`config.mk`:
```
export PLATFORM = sky130hd
export DESIGN_NAME = regfile_arbiter
export DESIGN_NICKNAME = d
export VERILOG_FILES = /design/src/rtl/regfile_arbiter.sv
export SDC_FILE = /design/constraint.sdc
export NUM_CORES = 1
export LEC_CHECK = 0
export CORE_MARGIN = 2
export CORE_UTILIZATION = 45
export CTS_CLUSTER_DIAMETER = 100
export CTS_CLUSTER_SIZE = 10
export DETAILED_ROUTE_END_ITERATION = 7
export HOLD_SLACK_MARGIN = 0.08
export PLACE_DENSITY = 0.85
export SLEW_MARGIN = 20
export SYNTH_ARGS = -nofsm -noshare
export SYNTH_HDL_FRONTEND = slang
export SYNTH_SLANG_ARGS = --single-unit
```
`constraint.sdc`:
```
create_clock -name clk -period 4.49 [get_ports clk]
set_input_delay 0.6735 -clock clk [delete_from_list [all_inputs] [get_ports clk]]
set_output_delay 0.6735 -clock clk [all_outputs]
set_load 0.005 [all_outputs]
```
`src/rtl/regfile_arbiter.sv`:
```
// -----------------------------------------------------------------------------
// regfile_arbiter
//
// Round-robin arbiter and sequencer between two datapath requesters and the
// 8-entry register file. One transaction is granted at a time. A granted
// transaction spends one cycle in ISSUE, where it drives the register file's
// single read or write port. Read data comes back to the owning requester two
// cycles after the handshake.
//
// Ports
//   clk, rst             single clock, synchronous active-high reset
//   reqN_valid/write/addr/wdata   requester N transaction (N = 0, 1)
//   reqN_ready           combinational accept, high only in IDLE for the winner
//   rspN_valid/rdata     one-cycle read response pulse and held read data
//   rf_read_enable/addr  registered register-file read port
//   rf_write_enable/addr/data   registered register-file write port
//   rf_read_data         register-file read data (updated on the falling edge)
// -----------------------------------------------------------------------------
module regfile_arbiter #(
  parameter int width = 16
) (
  input  logic             clk,
  input  logic             rst,

  input  logic             req0_valid,
  input  logic             req0_write,
  input  logic [2:0]       req0_addr,
  input  logic [width-1:0] req0_wdata,
  output logic             req0_ready,
  output logic             rsp0_valid,
  output logic [width-1:0] rsp0_rdata,

  input  logic             req1_valid,
  input  logic             req1_write,
  input  logic [2:0]       req1_addr,
  input  logic [width-1:0] req1_wdata,
  output logic             req1_ready,
  output logic             rsp1_valid,
  output logic [width-1:0] rsp1_rdata,

  output logic             rf_read_enable,
  output logic             rf_write_enable,
  output logic [2:0]       rf_read_addr,
  output logic [2:0]       rf_write_addr,
  output logic [width-1:0] rf_write_data,
  input  logic [width-1:0] rf_read_data
);

  typedef enum logic [0:0] {
    IDLE  = 1'b0,
    ISSUE = 1'b1
  } state_t;

  state_t             state_r;
  state_t             state_next_s;

  logic               last_r;       // previous grant
  logic               has_grant_r;  // a grant has happened since reset
  logic               owner_r;      // requester owning the transaction in ISSUE
  logic               op_write_r;   // transaction in ISSUE is a write

  logic               any_valid_s;
  logic               winner_s;
  logic               xfer_s;
  logic               sel_write_s;
  logic [2:0]         sel_addr_s;
  logic [width-1:0]   sel_wdata_s;

  // Round-robin winner selection and mux of the winning request fields.
  // With no previous grant (just out of reset) a tie goes to requester 0,
  // so the alternation starts 0, 1, 0, 1 even though last resets to 0.
  always_comb begin
    any_valid_s = req0_valid | req1_valid;
    winner_s    = 1'b0;
    if (req0_valid && req1_valid) begin
      if (has_grant_r) begin
        winner_s = ~last_r;
      end else begin
        winner_s = 1'b0;
      end
    end else if (req1_valid) begin
      winner_s = 1'b1;
    end else begin
      winner_s = 1'b0;
    end

    if (winner_s) begin
      sel_write_s = req1_write;
      sel_addr_s  = req1_addr;
      sel_wdata_s = req1_wdata;
    end else begin
      sel_write_s = req0_write;
      sel_addr_s  = req0_addr;
      sel_wdata_s = req0_wdata;
    end
  end

  // Next-state and ready generation. In IDLE any valid request is accepted
  // immediately (the winner always has valid set), so a transfer and the
  // move to ISSUE coincide.
  always_comb begin
    state_next_s = state_r;
    req0_ready   = 1'b0;
    req1_ready   = 1'b0;
    xfer_s       = 1'b0;
    case (state_r)
      IDLE: begin
        if (any_valid_s && !rst) begin
          req0_ready   = ~winner_s;
          req1_ready   = winner_s;
          xfer_s       = 1'b1;
          state_next_s = ISSUE;
        end else begin
          state_next_s = IDLE;
        end
      end
      ISSUE: begin
        state_next_s = IDLE;
      end
      default: begin
        state_next_s = IDLE;
      end
    endcase
  end

  // State register.
  always_ff @(posedge clk) begin
    if (rst) begin
      state_r <= IDLE;
    end else begin
      state_r <= state_next_s;
    end
  end

  // Transaction latch, register-file port registers and read response capture.
  // The rf enables are loaded on the transfer edge so they are high exactly
  // for the ISSUE cycle; addresses and write data hold between transactions.
  always_ff @(posedge clk) begin
    if (rst) begin
      last_r          <= 1'b0;
      has_grant_r     <= 1'b0;
      owner_r         <= 1'b0;
      op_write_r      <= 1'b0;
      rf_read_enable  <= 1'b0;
      rf_write_enable <= 1'b0;
      rf_read_addr    <= 3'd0;
      rf_write_addr   <= 3'd0;
      rf_write_data   <= {width{1'b0}};
      rsp0_valid      <= 1'b0;
      rsp1_valid      <= 1'b0;
      rsp0_rdata      <= {width{1'b0}};
      rsp1_rdata      <= {width{1'b0}};
    end else begin
      rf_read_enable  <= xfer_s & ~sel_write_s;
      rf_write_enable <= xfer_s & sel_write_s;
      rsp0_valid      <= 1'b0;
      rsp1_valid      <= 1'b0;

      if (xfer_s) begin
        owner_r     <= winner_s;
        op_write_r  <= sel_write_s;
        last_r      <= winner_s;
        has_grant_r <= 1'b1;
        if (sel_write_s) begin
          rf_write_addr <= sel_addr_s;
          rf_write_data <= sel_wdata_s;
        end else begin
          rf_read_addr  <= sel_addr_s;
        end
      end

      // rf_read_data was refreshed on the falling edge inside ISSUE.
      if ((state_r == ISSUE) && !op_write_r) begin
        if (owner_r) begin
          rsp1_valid <= 1'b1;
          rsp1_rdata <= rf_read_data;
        end else begin
          rsp0_valid <= 1'b1;
          rsp0_rdata <= rf_read_data;
        end
      end
    end
  end

endmodule

```
==> flow_summary.json, run 1 <==
{
  "status": "finished, final reports clean",
  "min_path_type": "reg2reg",
  "arrival_ps": 2550,
  "synthSimpleGateAreaFrac_pct": 24.7,
  "place_hpwl_mm": 5.37,
  "vias": 2553,
  "syn_inst": 312,
  "tightest_slew_ps": 1010,
  "finClkSkew_ps": 8.97,
  "grt_overflow": 0,
  "drv_cap": 0,
  "drc": 0,
  "yosys_warnings": 0,
  "cts_htree_levels": 3,
  "die_w_um": 82.6,
  "slew_headroom_pct": 33.0,
  "power.density_nw_per_um2": 339,
  "crit_type": "in2out",
  "port_buffers": 119,
  "nets": 482,
  "postLayoutCoreUtil_pct": 70.5,
  "io_pins": 120,
  "cts_resized": 0,
  "post_cts_buffers": 0,
  "syn_nets": 372,
  "rows": 28,
  "netlist-cell-type-count": 34,
  "syn_area_um2": 2780,
  "cp-start-kind": "input port",
  "synthMuxAreaShare_pct": 9.00,
  "tns_ps": 0,
  "fin_crit_sh_pct": 71.9,
  "grt_pass1_wl_mm": 12.0,
  "slew_violations": 0,
  "final_hold_viol_count": 0,
  "synth_top_family_by_area": "simple AND/OR/NAND/NOR gates",
  "area_growth_pct": 51.1,
  "antenna_found_initial": 0,
  "rsz0062_at_grt": "no",
  "crit_fanout": 19,
  "drt_first_pass_iters": 4,
  "setup_violations": 0,
  "whs_path_depth": 2,
  "holdBufCountCts": 0,
  "fin_crit_ps": 3230,
  "synth.top_cell.area_share_pct": 44.6,
  "fillers": 498,
  "max_freq_mhz": 310,
  "yosysTopAreaCell": "dfxtp_1",
  "grt_max_degree": 61,
  "seq_area_um2": 1240,
  "avgSynthCellArea_um2": 8.91,
  "reg2reg_depth": 4,
  "clock_path_buffers": 2,
  "synth_seq_cells": 62,
  "coreArea_um2": 5960,
  "vdd_drop_max_uv": 216,
  "dieArea_um2": 6830,
  "wirelength_mm": 7.61,
  "critPathCaptureType": "output pin",
  "synth.area.top_cells": "dfxtp_1 (45%), mux2i_1 (9.0%), nand2_1 (8.6%)",
  "post_drt_via_cell_ratio": 5.09,
  "synth-compound-area-share_pct": 16.9,
  "ant_nets": 0,
  "clk-insertion-delay-late_ps": 330,
  "cts_tree": "yes",
  "finalWeightedCongestion": 0.800,
  "chipHeight_um": 82.6,
  "diodes": 0,
  "leakage_nw": 1.55,
  "cts_sinks": 62,
  "whs_ps": 456,
  "yosysSeqAreaShare_pct": 44.6,
  "clockRootBuffer": "clkbuf_8",
  "stdcell_area_um2": 4200,
  "multi_input_area_um2": 1410,
  "total_power_mw": 1.42,
  "wl_per_cell_um": 15.2,
  "start_util_pct": 46.7,
  "grt_pass1_vias": 2551,
  "drt_iter0_markers": 154,
  "cp.required_ps": 3820,
  "drive_above_1_share_pct": 9.37,
  "path_clk_slew_ps": 70,
  "synth_xor_area_share_pct": 0,
  "grtUsageTotal_pct": 23.3,
  "cts_inserted_buffers": 9,
  "synth_adder_area_share_pct": 0,
  "place_area_um2": 3970
}
[final timing paths]
check | from | slack, ps | endpoint
max | req1_valid | 1260 | req0_ready
max reg2reg | owner_r | 2320 | rf_write_addr[2]
min reg2reg | rsp0_rdata[10] | 460 | rsp0_rdata[10]
min | rsp0_rdata[10] | 460 | rsp0_rdata[10]
[cells in the mapped netlist]
library cell	instances
nand2b_4	1
nand2b_1	35
a21o_1	2
buf_4	2
clkbuf_1	15
nor2b_1	6
and2_1	1
inv_1	4
buf_1	1
nor3_1	16
a211oi_2	10
nand2_4	1
dfxtp_1	62
nor3b_2	1
o21ai_4	1
nor2_1	5
and3b_1	1
clkinv_1	1
o21ai_0	1
or2_1	1
a21oi_1	33
a211oi_1	7
or3b_1	1
mux2i_1	25
nand3b_1	1
buf_6	2
buf_2	3
nand2_1	64
o32ai_1	3
o21ai_2	1
nor2b_2	1
nand2_2	1
inv_2	1
a2111oi_4	2
[through the flow]
stage,setup slack (ps),std cells
5_1_grt,1130,502
3_5_place_dp,1120,486
2_1_floorplan,2440,312
6_report,1260,502
4_1_cts,1260,502
3_3_place_gp,1230,486
[cells in the final DEF, fill, tap and decap left out, drive strengths merged, types with 2 or more instances in the layout]
master / count
o32ai: 3
nor3: 16
a21oi: 33
o21ai: 3
mux2i: 25
clkdlybuf4s50: 118
a21o: 2
nand2b: 36
bufinv: 2
nand2: 66
a211oi: 17
dfxtp: 62
clkbuf: 10
nor2b: 7
nor2: 5
a2111oi: 2
inv: 7
clkinvlp: 2
buf: 4
[cells by family (layout without fill, tap and decap cells)]
group,after synthesis,after routing
buffers and inverters,29,144
multiplexers,25,25
flip-flops,62,62
AO/OA/AOI/OAI,60,60
AND/OR/NAND/NOR,136,136
[layout make-up]
cell class | count | share of cell area (%)
multi-input combinational | 221 | 33.4
sequential | 62 | 29.5
timing repair buffer | 122 | 28.8
clock buffer | 10 | 3.28
tap | 75 | 2.23
clock inverter | 6 | 2.20
inverter | 6 | 0.536
[registers in the layout (all words and copies together), names as in the netlist, 3 cells and up]
register	cells
rsp1_rdata	16
rf_read_addr	3
rf_write_addr	3
rf_write_data	16
rsp0_rdata	16
[report_power, final]
part | switching [mW] | internal (mW) | leakage [nW]
Combinational | 0.112 | 0.150 | 0.938
Clock | 0.227 | 0.331 | 0.110
Sequential | 0.0210 | 0.583 | 0.506
Total | 0.360 | 1.07 | 1.55
[per-layer routing]
| layer | share of wire, % | global-route usage, % | wire length, um | up-vias |
|---|---|---|---|---|
| met3 | 4.3 | 4.24 | 329 | 20 |
| met1 | 41 | 27.4 | 3110 | 1176 |
| met2 | 52 | 40.1 | 3930 | 84 |
| met4 | 3.2 | 12.3 | 242 | 0 |
| li1 | - | - | - | 1273 |
| met5 | 0 | 0 | 0 | - |
[critical path: stages]
cell             delay [ps]
clkdlybuf4s50_1         580
o21ai_2                 350
clkinv_1                100
buf_4                   230
and2_1                  180
clkdlybuf4s50_1         440
Power figures use the tool's default switching activity.
==> inputs of run 2 (changes only) <==
--- a/config.mk
+++ b/config.mk
@@ -6,12 +6,12 @@
 export NUM_CORES = 1
 export LEC_CHECK = 0
 export CORE_MARGIN = 2
-export CORE_UTILIZATION = 45
+export CORE_UTILIZATION = 42
 export CTS_CLUSTER_DIAMETER = 100
 export CTS_CLUSTER_SIZE = 10
 export DETAILED_ROUTE_END_ITERATION = 7
 export HOLD_SLACK_MARGIN = 0.08
-export PLACE_DENSITY = 0.85
+export PLACE_DENSITY = 0.8
 export SLEW_MARGIN = 20
 export SYNTH_ARGS = -nofsm -noshare
 export SYNTH_HDL_FRONTEND = slang
==> constraint.sdc (replaced) <==
create_clock -name clk -period 3.16 [get_ports clk]
set_input_delay 0.474 -clock clk [delete_from_list [all_inputs] [get_ports clk]]
set_output_delay 0.474 -clock clk [all_outputs]
set_load 0.005 [all_outputs]
==> run 2 against run 1 <==
Net effect:
- critical path depth down 1
- register-to-register slack worse by 910 ps
- sequential power up 42%
- global-route usage down 2.3 points
- die area up 6.8%
- non-clock buffer count up 5
- final cell count up 1.2%
- combinational power up 43%
- wire length down 1.4%
- final area about the same
- via count up 1.7%
==> flow_summary.json, run 2 (synthesized netlist as in run 1, its figures left out) <==
{
  "slew_violations": 0,
  "fin_crit_ps": 2680,
  "diodes": 0,
  "fillers": 545,
  "setup_ws_ps": 484,
  "coreArea_um2": 6390,
  "switching_share_pct": 25.2,
  "cts_htree_levels": 3,
  "status": "finished, final reports clean",
  "place_area_um2": 4010,
  "critPathCaptureType": "output pin",
  "p_sw_mw": 0.481,
  "grt_overflow": 0,
  "drive_above_1_share_pct": 9.98,
  "grt_pass1_wl_mm": 12.1,
  "clockRootBuffer": "clkbuf_8",
  "finClkSkew_ps": 7.54,
  "io_pins": 120,
  "tns_ps": 0,
  "arrival_ps": 2200,
  "reg2reg_depth": 3,
  "cp-start-kind": "input port",
  "max_freq_mhz": 374,
  "post_cts_buffers": 0,
  "setup_violations": 0,
  "worstSetupEndpoint": "req0_ready",
  "port_buffers": 119,
  "final_hold_viol_count": 0,
  "leakage_nw": 1.56,
  "dieArea_um2": 7290,
  "grt_pass1_vias": 2496,
  "vdd_drop_max_uv": 316,
  "cts_sinks": 62,
  "place_worst_setup_slack_ps": 473,
  "worstReg2RegStart": "state_r",
  "worstSetupStartpoint": "req1_valid",
  "drv_cap": 0,
  "vias": 2596,
  "stdcell_area_um2": 4200,
  "reg2reg_slack_ps": 1410,
  "die_w_um": 85.4,
  "finalWeightedCongestion": 0.770,
  "clock_path_buffers": 2,
  "drt_iter0_markers": 90,
  "crit_fanout": 7,
  "min_path_type": "reg2reg",
  "antenna_found_initial": 0,
  "path_clk_slew_ps": 70,
  "p_comb_share_pct": 19.7,
  "start_util_pct": 43.6,
  "power.density_nw_per_um2": 454,
  "rows": 29,
  "final_common_cell": "clkdlybuf4s50_1",
  "crit_type": "in2out",
  "clk-insertion-delay-late_ps": 330,
  "chipHeight_um": 85.4,
  "tightest_slew_ps": 970,
  "holdBufCountCts": 0,
  "pwr-share-seq_pct": 45.0,
  "p_clk_share_pct": 35.3,
  "timing.rr.end": "rsp0_rdata[1]",
  "drt_first_pass_iters": 5,
  "largestRegisters": "rf_write_data: 16 flops, rsp0_rdata: 16 flops, rsp1_rdata: 16 flops",
  "layout_common_cells": "clkdlybuf4s50_1 (118), nand2_1 (64), dfxtp_1 (62)",
  "wl_per_cell_um": 14.8,
  "ant_nets": 0,
  "cts_inserted_buffers": 9,
  "drc": 0,
  "rsz0062_at_grt": "no",
  "wirelength_mm": 7.50,
  "grtUsageTotal_pct": 20.9,
  "place_hpwl_mm": 5.27,
  "area_growth_pct": 51.0,
  "cts_resized": 0,
  "grt_max_degree": 61,
  "post_drt_via_cell_ratio": 5.11,
  "cts_tree": "yes",
  "intPower_mw": 1.43,
  "slew_headroom_pct": 35.1,
  "nets": 487,
  "cp.required_ps": 2690,
  "fin_crit_sh_pct": 84.7
}
[run 2: cell count changes in the layout (fill, tap and decap cells not counted), sizes merged]
cell / delta
buf: +5
bufinv: -1
clkbuf: +1
clkinv: +2
clkinvlp: -1
inv: -2
[run 2: power groups by stage]
stage	logic, mW	clock network [mW]	registers, mW
floorplan	0.176	0	0.875
global placement	0.372	0	0.874
detailed placement	0.378	0	0.875
CTS	0.379	0.687	0.858
global route	0.407	0.722	0.863
finish	0.375	0.674	0.858
[run 2: cell type report]
cell class	count	area [um2]	area share, %
multi-input cells	221	1410	33.5
repair buffers	127	1250	29.7
flip-flops and latches	62	1240	29.6
clock buffers	11	141	3.37
well taps	77	96.3	2.29
clock inverters	4	47.5	1.13
inverters	6	22.5	0.536
[run 2: per-stage QoR]
| stage | utilization (%) | instances | hold WS, ps | total power [mW] |
|---|---|---|---|---|
| floorplan | - | 312 | 453 | 1.05 |
| global placement | 62.8 | 493 | 441 | 1.25 |
| detailed placement | 62.8 | 493 | 448 | 1.25 |
| CTS | 65.8 | 508 | 458 | 1.92 |
| global route | 65.8 | 508 | 470 | 1.99 |
| finish | 65.8 | 508 | 455 | 1.91 |
[run 2: worst min path at each step]
| stage | start | to | cells after the start |
|---|---|---|---|
| after floorplan | rsp0_rdata[0] | rsp0_rdata[0] | 2 |
| final | rsp1_rdata[9] | rsp1_rdata[9] | 2 |
| after detailed placement | rsp0_rdata[7] | rsp0_rdata[7] | 2 |
| after CTS | rsp0_rdata[7] | rsp0_rdata[7] | 2 |
| after global routing | rsp0_rdata[5] | rsp0_rdata[5] | 2 |
| after global placement | rsp0_rdata[4] | rsp0_rdata[4] | 2 |
[run 2: critical path: stages]
cell and delay (ps):
clkdlybuf4s50_1 580, o21ai_2 380, clkinv_1 140, and2_1 170, clkdlybuf4s50_1 460
[run 2: layer usage]
| metal | share of wire [%] | GRT usage (%) |
|---|---|---|
| met2 | 50 | 35.3 |
| met1 | 42 | 26.1 |
| met5 | 0 | 0 |
| met3 | 4.3 | 3.11 |
| met4 | 3.1 | 9.96 |
==> inputs of run 3 (changes only) <==
==> constraint.sdc (replaced) <==
create_clock -name clk -period 2.67 [get_ports clk]
set_input_delay 0.4005 -clock clk [delete_from_list [all_inputs] [get_ports clk]]
set_output_delay 0.4005 -clock clk [all_outputs]
set_load 0.005 [all_outputs]
==> run 3 against run 2 <==
Net effect:
- critical path depth stayed put
- die area stayed put
- first-iteration DRC count shrank 17%
- sequential share of layout area down 0.11 points
- power increased by 19%
- hold slack gained 0.64 ps
- core utilization grew 0.25 points
- critical endpoint unchanged
- largest cell class unchanged
==> flow_summary.json, run 3 (synthesized netlist as in run 1, its figures left out) <==
{
  "critPathCaptureType": "output pin",
  "vias": 2619,
  "grt_pass1_vias": 2563,
  "nets": 489,
  "drive_above_1_share_pct": 10.6,
  "grt_max_degree": 61,
  "rows": 29,
  "place_hpwl_mm": 5.41,
  "final_hold_viol_count": 0,
  "grt_pass1_wl_mm": 12.4,
  "clk-insertion-delay-late_ps": 330,
  "setup_ws_ps": 200,
  "power.density_nw_per_um2": 536,
  "max_freq_mhz": 405,
  "finClkSkew_ps": 10.2,
  "total_power_mw": 2.26,
  "met3WireLength_um": 280,
  "path_clk_slew_ps": 70,
  "cp.required_ps": 2270,
  "chipHeight_um": 85.4,
  "place_worst_setup_slack_ps": 229,
  "clockRootBuffer": "clkbuf_8",
  "p_sw_mw": 0.592,
  "switching_share_pct": 26.2,
  "route.met2.wl_mm": 3.89,
  "die_w_um": 85.4,
  "final_common_cell": "clkdlybuf4s50_1",
  "drv_cap": 0,
  "fillers": 549,
  "dieArea_um2": 7290,
  "drt_first_pass_iters": 4,
  "cp-start-kind": "input port",
  "top_layer": "met4",
  "intPower_mw": 1.67,
  "io_pins": 120,
  "tns_ps": 0,
  "cts_tree": "yes",
  "grt_overflow": 0,
  "drc": 0,
  "post_cts_buffers": 0,
  "largestRegisters": "rf_write_data: 16 flops, rsp0_rdata: 16 flops, rsp1_rdata: 16 flops",
  "finalWeightedCongestion": 0.754,
  "port_buffers": 119,
  "setup_violations": 0,
  "p_comb_share_pct": 19.9,
  "ant_nets": 0,
  "cts_resized": 0,
  "pwr-share-seq_pct": 44.9,
  "status": "finished, final reports clean",
  "postLayoutCoreUtil_pct": 66.0,
  "diodes": 0,
  "cts_htree_levels": 3,
  "slew_headroom_pct": 52.2,
  "vdd_drop_max_uv": 331,
  "cts_sinks": 62,
  "area_growth_pct": 51.6,
  "fin_crit_sh_pct": 92.5,
  "cts_inserted_buffers": 9,
  "crit_fanout": 7,
  "layout_common_cells": "clkdlybuf4s50_1 (118), nand2_1 (64), dfxtp_1 (62)",
  "clock_path_buffers": 2,
  "tightest_slew_ps": 718,
  "min_path_type": "reg2reg",
  "rsz0062_at_grt": "no",
  "leakage_nw": 1.58,
  "p_clk_share_pct": 35.2,
  "arrival_ps": 2070,
  "holdBufCountCts": 0,
  "post_drt_via_cell_ratio": 5.13,
  "start_util_pct": 43.6,
  "grtUsageTotal_pct": 21.4,
  "wirelength_mm": 7.71,
  "wl_per_cell_um": 15.1,
  "coreArea_um2": 6390,
  "m1WireLength_mm": 3.27,
  "fin_crit_ps": 2470,
  "slew_violations": 0,
  "drt_iter0_markers": 75,
  "crit_type": "in2out",
  "antenna_found_initial": 0
}
run 3: per-layer routing:
layer / vias up / GRT usage, %
met5: - / 0
met4: 0 / 11.7
met2: 79 / 36.6
met1: 1233 / 25.9
met3: 19 / 2.82
li1: 1288 / -
run 3: final cells by class:
cell class              count  area, um2  share of cell area [%]
multi-input cells         221       1410                    33.3
clock inverters             6       62.6                    1.48
clock buffers              10        128                    3.03
flip-flops and latches     62       1240                    29.4
repair buffers            129       1260                    29.9
well taps                  77       96.3                    2.28
inverters                   6       22.5                   0.534
run 3: path summary, 6_finish.rpt:
check	startpoint	to	slack [ps]	cells past startpoint
worst min register to register	rsp0_rdata[6]	rsp0_rdata[6]	460	2
worst min-delay path	rsp0_rdata[6]	rsp0_rdata[6]	460	2
worst max register to register	has_grant_r	rf_read_addr[1]	930	5
worst max-delay path	req0_valid	req0_ready	200	5
run 3: metrics by stage:
step	area [um2]	instances	hold WS, ps
after floorplan	2780	312	453
final	4220	511	456
after global routing	4220	511	471
after global placement	4030	495	442
after detailed placement	4030	495	447
after CTS	4220	511	458
run 3: critical path: stages:
cell and delay (ps):
clkdlybuf4s50_1 560, o21ai_2 350, clkinv_1 140, and2_1 170
clkdlybuf4s50_1 450
run 3: power by group through the flow:
stage	combinational [mW]	clock [mW]	sequential, mW
finish	0.450	0.796	1.02
global route	0.487	0.856	1.02
CTS	0.454	0.814	1.02
detailed placement	0.452	0	1.04
global placement	0.443	0	1.03
floorplan	0.208	0	1.04
